**src/rtl/aui_am_lock.sv**
```systemverilog
// Alignment-marker lock for one 257-bit AUI flow.
// Searches for the AM block, verifies its period and tags passing blocks.
module aui_am_lock #(
    parameter int BITS_BLOCK    = 257,
    parameter int MAX_BLOCKS_AM = 40,
    parameter int LOCK_CNT      = 3,
    parameter int UNLOCK_CNT    = 4,
    parameter int MAX_BIT_ERR   = 3
) (
    input  logic                                clk,
    input  logic                                rst,
    input  logic [BITS_BLOCK-1:0]               i_flow,
    input  logic                                i_valid,
    input  logic [BITS_BLOCK-1:0]               i_am_ref,
    input  logic [BITS_BLOCK-1:0]               i_am_mask,
    output logic [BITS_BLOCK-1:0]               o_flow,
    output logic                                o_valid,
    output logic [$clog2(MAX_BLOCKS_AM)-1:0]    o_block_idx,
    output logic                                o_am_start,
    output logic                                o_lock,
    output logic [$clog2(BITS_BLOCK+1)-1:0]     o_bit_err
);

    localparam int IDX_W  = $clog2(MAX_BLOCKS_AM);
    localparam int ERR_W  = $clog2(BITS_BLOCK + 1);
    localparam int GOOD_W = $clog2(LOCK_CNT + 1);
    localparam int BAD_W  = $clog2(UNLOCK_CNT + 1);

    typedef enum logic [1:0] {
        SEARCH,
        VERIFY,
        LOCKED
    } state_t;

    state_t              state;
    logic [IDX_W-1:0]    idx;
    logic [IDX_W-1:0]    idx_inc;
    logic [GOOD_W-1:0]   good_cnt;
    logic [GOOD_W-1:0]   good_inc;
    logic [BAD_W-1:0]    bad_cnt;
    logic [BAD_W-1:0]    bad_inc;
    logic [BITS_BLOCK-1:0] diff;
    logic [ERR_W-1:0]    err;
    logic                match;
    logic                at_am;

    always_comb begin
        diff = (i_flow ^ i_am_ref) & i_am_mask;
        err  = '0;
        for (int i = 0; i < BITS_BLOCK; i++) begin
            err = err + ERR_W'(diff[i]);
        end
    end

    assign match    = (err <= ERR_W'(MAX_BIT_ERR));
    assign at_am    = (idx == '0);
    assign idx_inc  = (idx == IDX_W'(MAX_BLOCKS_AM - 1)) ? '0 : idx + IDX_W'(1);
    assign good_inc = good_cnt + GOOD_W'(1);
    assign bad_inc  = bad_cnt + BAD_W'(1);

    // idx is the period position the next valid block will take
    always_ff @(posedge clk or negedge rst) begin
        if (!rst) begin
            state       <= SEARCH;
            idx         <= '0;
            good_cnt    <= '0;
            bad_cnt     <= '0;
            o_flow      <= '0;
            o_valid     <= 1'b0;
            o_block_idx <= '0;
            o_am_start  <= 1'b0;
            o_lock      <= 1'b0;
            o_bit_err   <= '0;
        end else begin
            o_valid    <= i_valid;
            o_am_start <= 1'b0;
            if (i_valid) begin
                o_flow      <= i_flow;
                o_block_idx <= idx;
                idx         <= idx_inc;
                unique case (state)
                    SEARCH: begin
                        o_bit_err <= err;
                        if (match) begin
                            idx         <= IDX_W'(1 % MAX_BLOCKS_AM);
                            o_block_idx <= '0;
                            good_cnt    <= GOOD_W'(1);
                            if (LOCK_CNT == 1) begin
                                state      <= LOCKED;
                                o_lock     <= 1'b1;
                                o_am_start <= 1'b1;
                            end else begin
                                state <= VERIFY;
                            end
                        end
                    end
                    VERIFY: begin
                        if (at_am) begin
                            o_bit_err <= err;
                            if (match) begin
                                good_cnt <= good_inc;
                                if (good_inc == GOOD_W'(LOCK_CNT)) begin
                                    state      <= LOCKED;
                                    o_lock     <= 1'b1;
                                    o_am_start <= 1'b1;
                                end
                            end else begin
                                state    <= SEARCH;
                                good_cnt <= '0;
                            end
                        end
                    end
                    LOCKED: begin
                        o_am_start <= at_am;
                        if (at_am) begin
                            o_bit_err <= err;
                            if (match) begin
                                bad_cnt <= '0;
                            end else if (bad_inc == BAD_W'(UNLOCK_CNT)) begin
                                state      <= SEARCH;
                                o_lock     <= 1'b0;
                                o_am_start <= 1'b0;
                                bad_cnt    <= '0;
                                good_cnt   <= '0;
                            end else begin
                                bad_cnt <= bad_inc;
                            end
                        end
                    end
                    default: begin
                        state    <= SEARCH;
                        good_cnt <= '0;
                        bad_cnt  <= '0;
                        o_lock   <= 1'b0;
                    end
                endcase
            end
        end
    end

endmodule

```
**config.mk**
```make
export PLATFORM = sky130hd
export DESIGN_NAME = aui_am_lock
export DESIGN_NICKNAME = d
export VERILOG_FILES = /design/src/rtl/aui_am_lock.sv
export SDC_FILE = /design/constraint.sdc
export NUM_CORES = 1
export LEC_CHECK = 0
export BUFFER_PORTS_ARGS = -buffer_cell sky130_fd_sc_hd__buf_4
export CAP_MARGIN = 15
export CORE_AREA = 4 4 405 407
export DETAILED_ROUTE_END_ITERATION = 8
export DIE_AREA = 0 0 409 411
export PLACE_DENSITY = 0.31
export SLEW_MARGIN = 15
export SYNTH_ARGS = -nofsm -noshare
export SYNTH_HDL_FRONTEND = slang
export SYNTH_SLANG_ARGS = --single-unit
```
**constraint.sdc**
```tcl
create_clock -name clk -period 1.8 [get_ports clk]
set_clock_uncertainty 0.1 [all_clocks]
set_input_delay 0.27 -clock clk [delete_from_list [all_inputs] [get_ports clk]]
set_output_delay 0.27 -clock clk [all_outputs]
set_load 0.005 [all_outputs]
```
Word level (Yosys, flattened, before mapping)
Index checks and enable logic that the tools add are counted.
- add/sub/neg operators: 259
- multipliers: 0
- divide/modulo/power cells: 0
- $lt $le $gt $ge: 1
- equality and inequality tests: 14
- shift operators: 0
- multiplexer cells: 37
- bitwise operators: 4
- reductions and logical operators: 10
- operators by type and width (operator ; count):
    9-bit by 1-bit adder with 9-bit output ; 248
    257-bit AND ; 1
    257-bit bitwise XOR ; 1
    6-bit 2-to-1 mux ; 5
    2-bit 2-to-1 mux ; 9
    9-bit case mux with 2 select lines ; 1
    2-bit != test (second input constant) ; 7
    1-bit 2-to-1 mux ; 13
    2-bit case mux with 3 select lines ; 2
    8-bit by 1-bit adder with 9-bit output ; 1
    9-bit by 2-bit less-or-equal comparator with 1-bit output (second input constant) ; 1
    3-bit 2-to-1 mux ; 3
    9-bit 2-to-1 mux ; 1
    7-bit by 1-bit adder with 8-bit output ; 1
    8-bit AND reduction ; 1
    6-bit by 1-bit adder with 7-bit output ; 1
    7-bit AND reduction ; 1
    5-bit by 1-bit adder with 6-bit output ; 1
    6-bit by 1-bit adder with 6-bit output (second input constant) ; 1
    6-bit equality test (second input constant) ; 1
    6-bit logical NOT ; 1
    3-bit case mux with 2 select lines ; 1
    3-bit AND reduction ; 2
    6-bit AND reduction ; 1
    other kinds (17) ; 20
- register bits after elaboration: 288
- bits in latches: 0
- memory bits (writable): 0
- bits in read-only memories: 0
- bits of input ports: 774
- output and inout bits: 275
- logic and storage cells: 335
- memories: 0

Longest topological paths before layout
Gate-level depths: netlist of run 1.
- depth after elaboration: 263
- gate-level depth with buffers: 32
- depth with buffers taken out: 30

Worst setup path after synthesis of run 1
No wires, ideal clock.
- path type: input-to-reg
- start: input i_flow[231]
- end: register idx[4]
- data arrival time: 8384 ps
- slack: -6780 ps
- cell stages on the path: 29
- path through: xor2_1 > nand2_1 > fa_1 > inv_1 > fa_1 > inv_1 > fa_1 > inv_1 > fa_1 > inv_1 > fa_1 > fa_1 > fa_1 > inv_1 > fa_1 > inv_1 > fa_1 > fa_1 > inv_1 > fa_1 > fa_1 > fa_1 > a21oi_1 > or3_4 > a21oi_1 > o221a_4 > and3_4 > buf_6 > o32ai_2
- word-level cells in the longest chain between the ends: 31
- RTL lines (element ; line ; source):
    from (decl) ; 12 ; input logic [BITS_BLOCK-1:0] i_flow,
    257-bit bitwise XOR ; 48 ; diff = (i_flow ^ i_am_ref) & i_am_mask;
    257-bit AND ; 48 ;
    9-bit by 1-bit adder with 9-bit output (26 in a row) ; 51 ; err = err + ERR_W'(diff[i]);
    9-bit by 2-bit less-or-equal comparator with 1-bit output ; 55 ; assign match = (err <= ERR_W'(MAX_BIT_ERR));
    6-bit 2-to-1 mux ; 84 ; if (match) begin
    6-bit 2-to-1 mux ; 81 ; unique case (state)
    to (signal assigned) ; 80 ; idx <= idx_inc;
    to (signal assigned) ; 85 ; idx <= IDX_W'(1 % MAX_BLOCKS_AM);
    to (decl) ; 36 ; logic [IDX_W-1:0] idx;
No other way between the ends.
A chain may end at the register's enable or synchronous reset.

Worst setup path in the final report of run 1
- start: input i_am_ref[79]
- end: register idx[4]
- word-level cells in the longest chain between the ends: 183
- RTL lines (element ; line ; source):
    from (decl) ; 14 ; input logic [BITS_BLOCK-1:0] i_am_ref,
    257-bit bitwise XOR ; 48 ;
    257-bit AND ; 48 ;
    9-bit by 1-bit adder with 9-bit output (178 in a row) ; 51 ;
    9-bit by 2-bit less-or-equal comparator with 1-bit output ; 55 ;
    6-bit 2-to-1 mux ; 84 ;
    6-bit 2-to-1 mux ; 81 ;
No other way between the ends.

==> results.toml, run 1 <==
[synth]
synth_top_cell_area_share = 0.342
syn-instance-count = 1792
yosysSeqAreaShare = 0.342
synth_edf_count = 0
synthArstFlopShare = 1.00
synthFlopType = "dfrtp_1"
syn-num-nets = 2855
synth_area_mm2 = 0.0211
synth_cell_types = 47
ys_ff_latch = 288
yosysWarnings = 0
yosys.area.top_type = "dfrtp_1"
avgSynthCellArea_um2 = 11.8
synth_top_cells_by_area = "dfrtp_1, fa_1, mux2_2"

[drt]
ant_nets = 0
routed-via-count = 18700
wirelength_mm = 127
via_per_inst = 3.34
firstDrtPassIters = 4
drc = 0
wire_per_inst_um = 22.7
drt_iter0_drc = 553

[flow_run]
maxCapViolations = 0

[outcome]
violations = "negative setup slack"
status = "finished with violations"

[final_layout]
fin_nets = 4467
drive_above_1_share = 0.512
multi_input_area_mm2 = 0.0131
nFillCells = 17500
stdcell_area_mm2 = 0.0386
fin_cells = 5601
fin_util = 0.241
syn_to_final_growth_pct = 82.9
final-seq-area_mm2 = 0.00721

[power_and_ir_drop]
peakVddDrop_mv = 5.70
power_mw = 94.2
power_density_mw_per_mm2 = 2440
leakagePower_nw = 18.6

[sta]
hold_slack_ns = 0.0500
worst_slew_pin_slew_ns = 0.463
maxSlewViolCount = 0
max_clock_freq_mhz = 122
fin_crit_ns = 8.20
timing.final.crit_share = 4.55
setup_viol = 30
grt_setup_unrepaired = "yes"
layout_setup_ws_ns = -6.40
finalHoldViolCount = 0
max_slew_margin = 0.690
fin_setup_tns_ns = -185.04

[place]
dp_hpwl_mm = 112
pre_cts_ws_ns = -7.61
port_buffers = 1048
dpl.cell_count = 5248
place_area_mm2 = 0.0340
place_congestion = 0.869

[global_route]
grt_max_degree = 36
top_usage_layer = "met2"
gr-usage-met2 = 0.262
antenna_found_initial = 18
use_met3 = 0.0366
grt_usage = 0.146
grt-ovfl-total = 0
grt_pass1_wl_mm = 170
grt_pass1_vias = 21300
grt.met1_usage = 0.178

[clocking]
htreeDepth = 2
clock_sinks = 288
cts_buffer_depth = 3
cts_root_buf = "clkbuf_16"
cts_tree = "built"
cts.clk_slew.worst_paths_ns = 0.05
cts_buffers = 45
clock_latency_ns = 0.59

[critical_path]
cp-start-kind = "input port"
worstPathRequired_ns = 2.17
crit_fanout = 7
endpoint_kind = "flip-flop"
arrival_ns = 8.56
path_class = "in -> reg"

[floorplanning]
start_util = 0.132
die_height_um = 411
rows = 147
die_x_um = 409
core_area_mm2 = 0.160
die-area_mm2 = 0.168
ioPinCount = 1049

[min_path]
min_path_type = "in -> async"
==> synthesized netlist by cell type (2+ instances only) <==
cell type / instances
a2111oi_0: 2
a211oi_1: 2
a21o_1: 5
a21oi_1: 12
a31oi_1: 2
and2_1: 113
and3_4: 2
clkbuf_1: 35
dfrtp_1: 288
fa_1: 243
ha_1: 46
inv_1: 266
mux2_2: 260
mux2i_1: 3
nand2_1: 176
nand2b_1: 4
nand3_1: 5
nor2_1: 4
nor3_1: 4
nor3b_1: 3
nor4_1: 2
o21ai_0: 14
o22ai_1: 9
o31ai_1: 3
o32ai_1: 3
o41ai_1: 2
xnor2_1: 6
xor2_1: 259
==> critical path: stages <==
cell     delay, ns
buf_4         0.11
xor2_1        0.15
and2_1        0.21
fa_2          0.72
fa_2          0.54
fa_1          0.60
inv_2         0.06
fa_1          0.51
fa_1          0.44
fa_2          0.58
fa_1          0.44
fa_1          0.55
fa_1          0.44
fa_1          0.54
inv_2         0.04
fa_1          0.46
fa_2          0.37
fa_2          0.37
a21oi_2       0.15
or3_4         0.15
and3_4        0.17
o221a_4       0.28
and3_4        0.29
o32ai_2       0.11
==> placed cells by master, fill, tap and decap left out, drive strengths merged, types with 4 or more instances in the layout <==
master,synthesis,final
bufinv,0,4
nand2,176,176
mux2,260,260
nor2,4,4
o32ai,4,4
and2,113,113
clkbuf,35,63
a21o,5,5
xnor2,6,6
dlygate4sd3,0,262
nand2b,4,4
dfrtp,288,288
ha,46,46
diode,0,5
inv,266,268
clkinv,0,8
fa,243,243
nand3,5,5
o22ai,9,9
nor3,4,4
buf,2,1339
xor2,259,259
a21oi,13,13
o21ai,14,14
==> worst paths after layout <==
kind                                     startpoint                       end  slack [ns]  cells after the start
max                                    i_am_ref[79]        idx[4]$_DFFE_PN0P_       -6.40                     24
min                                             rst    o_flow[48]$_DFFE_PN0P_        0.05                      2
max reg2reg                      idx[4]$_DFFE_PN0P_      state[0]$_DFFE_PN0P_       -0.24                      8
min reg2reg                o_bit_err[7]$_DFFE_PN0P_  o_bit_err[7]$_DFFE_PN0P_        0.38                      2
max in group asynchronous                       rst    bad_cnt[2]$_DFFE_PN0P_        0.84                      4
min in group clk                       i_am_mask[2]  o_bit_err[0]$_DFFE_PN0P_        0.32                      4
==> metal layers <==
metal / vias up / routed length [um]
met2: 558 / 65200
li1: 8836 / -
met1: 9197 / 51900
met5: - / 72
met3: 101 / 7850
met4: 12 / 1890
==> cell type report <==
cell class,count,area share
multi-input cells,1202,0.339
repair buffers,1601,0.338
flip-flops and latches,288,0.187
well taps,2160,0.0701
clock buffers,63,0.0341
inverters,266,0.0260
clock inverters,16,0.00558
diodes,5,0.000324
==> sequential cells by signal (all words and copies together), names as in the netlist <==
register	flops
bad_cnt	3
o_block_idx	6
o_am_start	1
idx	6
o_lock	1
o_bit_err	9
o_valid	1
state	2
o_flow	257
good_cnt	2
==> where the power goes <==
part / internal, mW / switching, mW
Sequential: 7.42 / 0.502
Clock: 5.65 / 3.68
Combinational: 36.8 / 40.1
==> cell families (layout without fill, tap and decap cells) <==
group	after synthesis	after routing	synth area share
buf+inv	303	1946	0.0543
simple gates	318	319	0.0736
xor+xnor	265	265	0.110
mux	263	263	0.140
fa+ha+maj	289	289	0.258
compound gates	66	66	0.0220
other cells	0	5	0
flops	288	288	0.342
==> timing repair <==
item / in CTS / in global routing
hold endpoints to repair: 549 / 0
gates resized for setup: 42 / 53
pin swaps: 26 / 26
setup endpoints to repair: 30 / 30
buffers inserted: 4 / 3
cloned: 1 / 0
hold buffers: 262 / 0
Power figures use the tool's default switching activity.
==> run 2: changes to the inputs <==
--- a/config.mk
+++ b/config.mk
@@ -7,9 +7,9 @@
 export LEC_CHECK = 0
 export BUFFER_PORTS_ARGS = -buffer_cell sky130_fd_sc_hd__buf_4
 export CAP_MARGIN = 15
-export CORE_AREA = 4 4 405 407
+export CORE_AREA = 2 2 403 405
 export DETAILED_ROUTE_END_ITERATION = 8
-export DIE_AREA = 0 0 409 411
+export DIE_AREA = 0 0 405 407
 export PLACE_DENSITY = 0.31
 export SLEW_MARGIN = 15
 export SYNTH_ARGS = -nofsm -noshare
==> results.toml, run 2 (synthesis results as in run 1) <==
[power_and_ir_drop]
power_mw = 96.3
power_density_mw_per_mm2 = 2500
leakagePower_nw = 18.6
peakVddDrop_mv = 5.55

[critical_path]
critical_path_buf_inv_count = 6
cp-start-kind = "input port"
crit_slowest_cell = "fa_2"
r2r_cells = 7
rr_endpoint = "o_lock$_DFFE_PN0P_"
critical_path.most_common_cell = "fa_1"
cp_top_family = "adder cells"
timing.rr.start = "idx[4]$_DFFE_PN0P_"
endpoint_kind = "flip-flop"
arrival_ns = 8.67
path_class = "in -> reg"
reg2reg_slack_ns = -0.21
slowest_delay_ns = 0.60
crit_fanout = 7
worstPathRequired_ns = 2.16

[clocking]
clock_latency_ns = 0.59
cts.clk_slew.worst_paths_ns = 0.06
clock_sinks = 288
htreeDepth = 2
cts_tree = "built"
cts_root_buf = "clkbuf_16"
cts_buffers = 44
cts_buffer_depth = 3

[final_layout]
most-common-layout-cells = "buf_4, dfrtp_1, mux2_2"
syn_to_final_growth_pct = 83.0
drive_above_1_share = 0.510
fin_nets = 4462
stdcell_area_mm2 = 0.0386
fin_util = 0.241
layout_commonest_cell = "buf_4"
fin_cells = 5605
nFillCells = 17500
top_register = "o_flow"
reg_top3 = "o_flow x257, o_bit_err x9"
largest_reg_flops = 257

[outcome]
status = "finished with violations"
violations = "negative setup slack"

[place]
place_area_mm2 = 0.0340
port_buffers = 1048
dp_hpwl_mm = 111
dpl.cell_count = 5248
place_congestion = 0.859

[global_route]
antenna_found_initial = 17
grt_usage = 0.148
grt-ovfl-total = 0
grt_pass1_vias = 20900
grt_max_degree = 39
grt_pass1_wl_mm = 167

[drt]
wire_per_inst_um = 22.5
via_per_inst = 3.34
drc = 0
ant_nets = 0
drt_iter0_drc = 573
firstDrtPassIters = 4
wirelength_mm = 126
routed-via-count = 18700

[min_path]
min_path_type = "in -> async"

[floorplanning]
rows = 147
die_x_um = 405
start_util = 0.132
die-area_mm2 = 0.165
ioPinCount = 1049
core_area_mm2 = 0.160
die_height_um = 407

[sta]
timing.final.crit_share = 4.62
fin_crit_ns = 8.31
maxSlewViolCount = 0
layout_setup_ws_ns = -6.51
setup_viol = 30
max_slew_margin = 0.618
grt_setup_unrepaired = "yes"
max_clock_freq_mhz = 120
finalHoldViolCount = 0
worst_slew_pin_slew_ns = 0.572

[flow_run]
maxCapViolations = 0
-- run 2: layout make-up --
cell class / count / area [um^2] / area share
antenna: 13 / 32.5 / 0.000843
clock buffer: 68 / 1350 / 0.0351
clock inverter: 11 / 146 / 0.00379
inverter: 266 / 998 / 0.0259
multi-input combinational: 1202 / 13100 / 0.340
sequential: 288 / 7210 / 0.187
tap: 2160 / 2700 / 0.0700
timing repair buffer: 1597 / 13000 / 0.337
-- run 2: metal layers --
layer  global-route usage  vias up  routed length [um]
li1                     -     8841                   -
met1                0.178     9171               51200
met2                0.258      603               63400
met3               0.0378      115                8250
met4               0.0421       10                3180
met5                    0        -                  60
-- run 2: worst register-to-register path, stage by stage, from the launching register on --
cell and delay (ns):
dfrtp_1 0.38, nor4_1 0.33, buf_4 0.17, and2_1 0.15
buf_4 0.13, nand3_1 0.14, o31ai_1 0.39, a21oi_4 0.09
-- run 2: timing repair --
item / in CTS / in global routing
endpoints found under the hold margin: 548 / 0
gates resized for setup: 77 / 30
setup buffers: 7 / 2
pin swaps: 48 / 35
hold buffers: 259 / 0
gates cloned: 1 / 0
setup endpoints to repair: 30 / 30
-- run 2: power breakdown --
part           total, mW  switching, mW  internal, mW
Combinational       79.2           41.1          38.1
Sequential          7.89          0.478          7.41
Clock               9.23           3.65          5.58
-- run 2: worst max-delay path by stage --
stage                  startpoint                      to  slack (ns)  cells after the start
floorplan            i_am_ref[63]      idx[4]$_DFFE_PN0P_       -6.55                     26
global placement     i_am_ref[85]      idx[3]$_DFFE_PN0P_       -7.50                     26
detailed placement   i_am_ref[85]    state[0]$_DFFE_PN0P_       -7.54                     26
CTS                 i_am_ref[159]  bad_cnt[2]$_DFFE_PN0P_       -6.47                     25
global route          i_flow[227]  bad_cnt[2]$_DFFE_PN0P_       -6.73                     29
finish              i_am_ref[123]      idx[5]$_DFFE_PN0P_       -6.51                     27
-- run 2: per-stage QoR --
stage | setup TNS (ns) | setup slack, ns | hold slack [ns]
after floorplan | -187.41 | -6.55 | -0.126
after detailed placement | -218.86 | -7.54 | 0.150
after global routing | -195.31 | -6.73 | 0.124
after global placement | -217.80 | -7.50 | 0.156
after CTS | -187.94 | -6.47 | 0.0856
final | -188.73 | -6.51 | 0.133
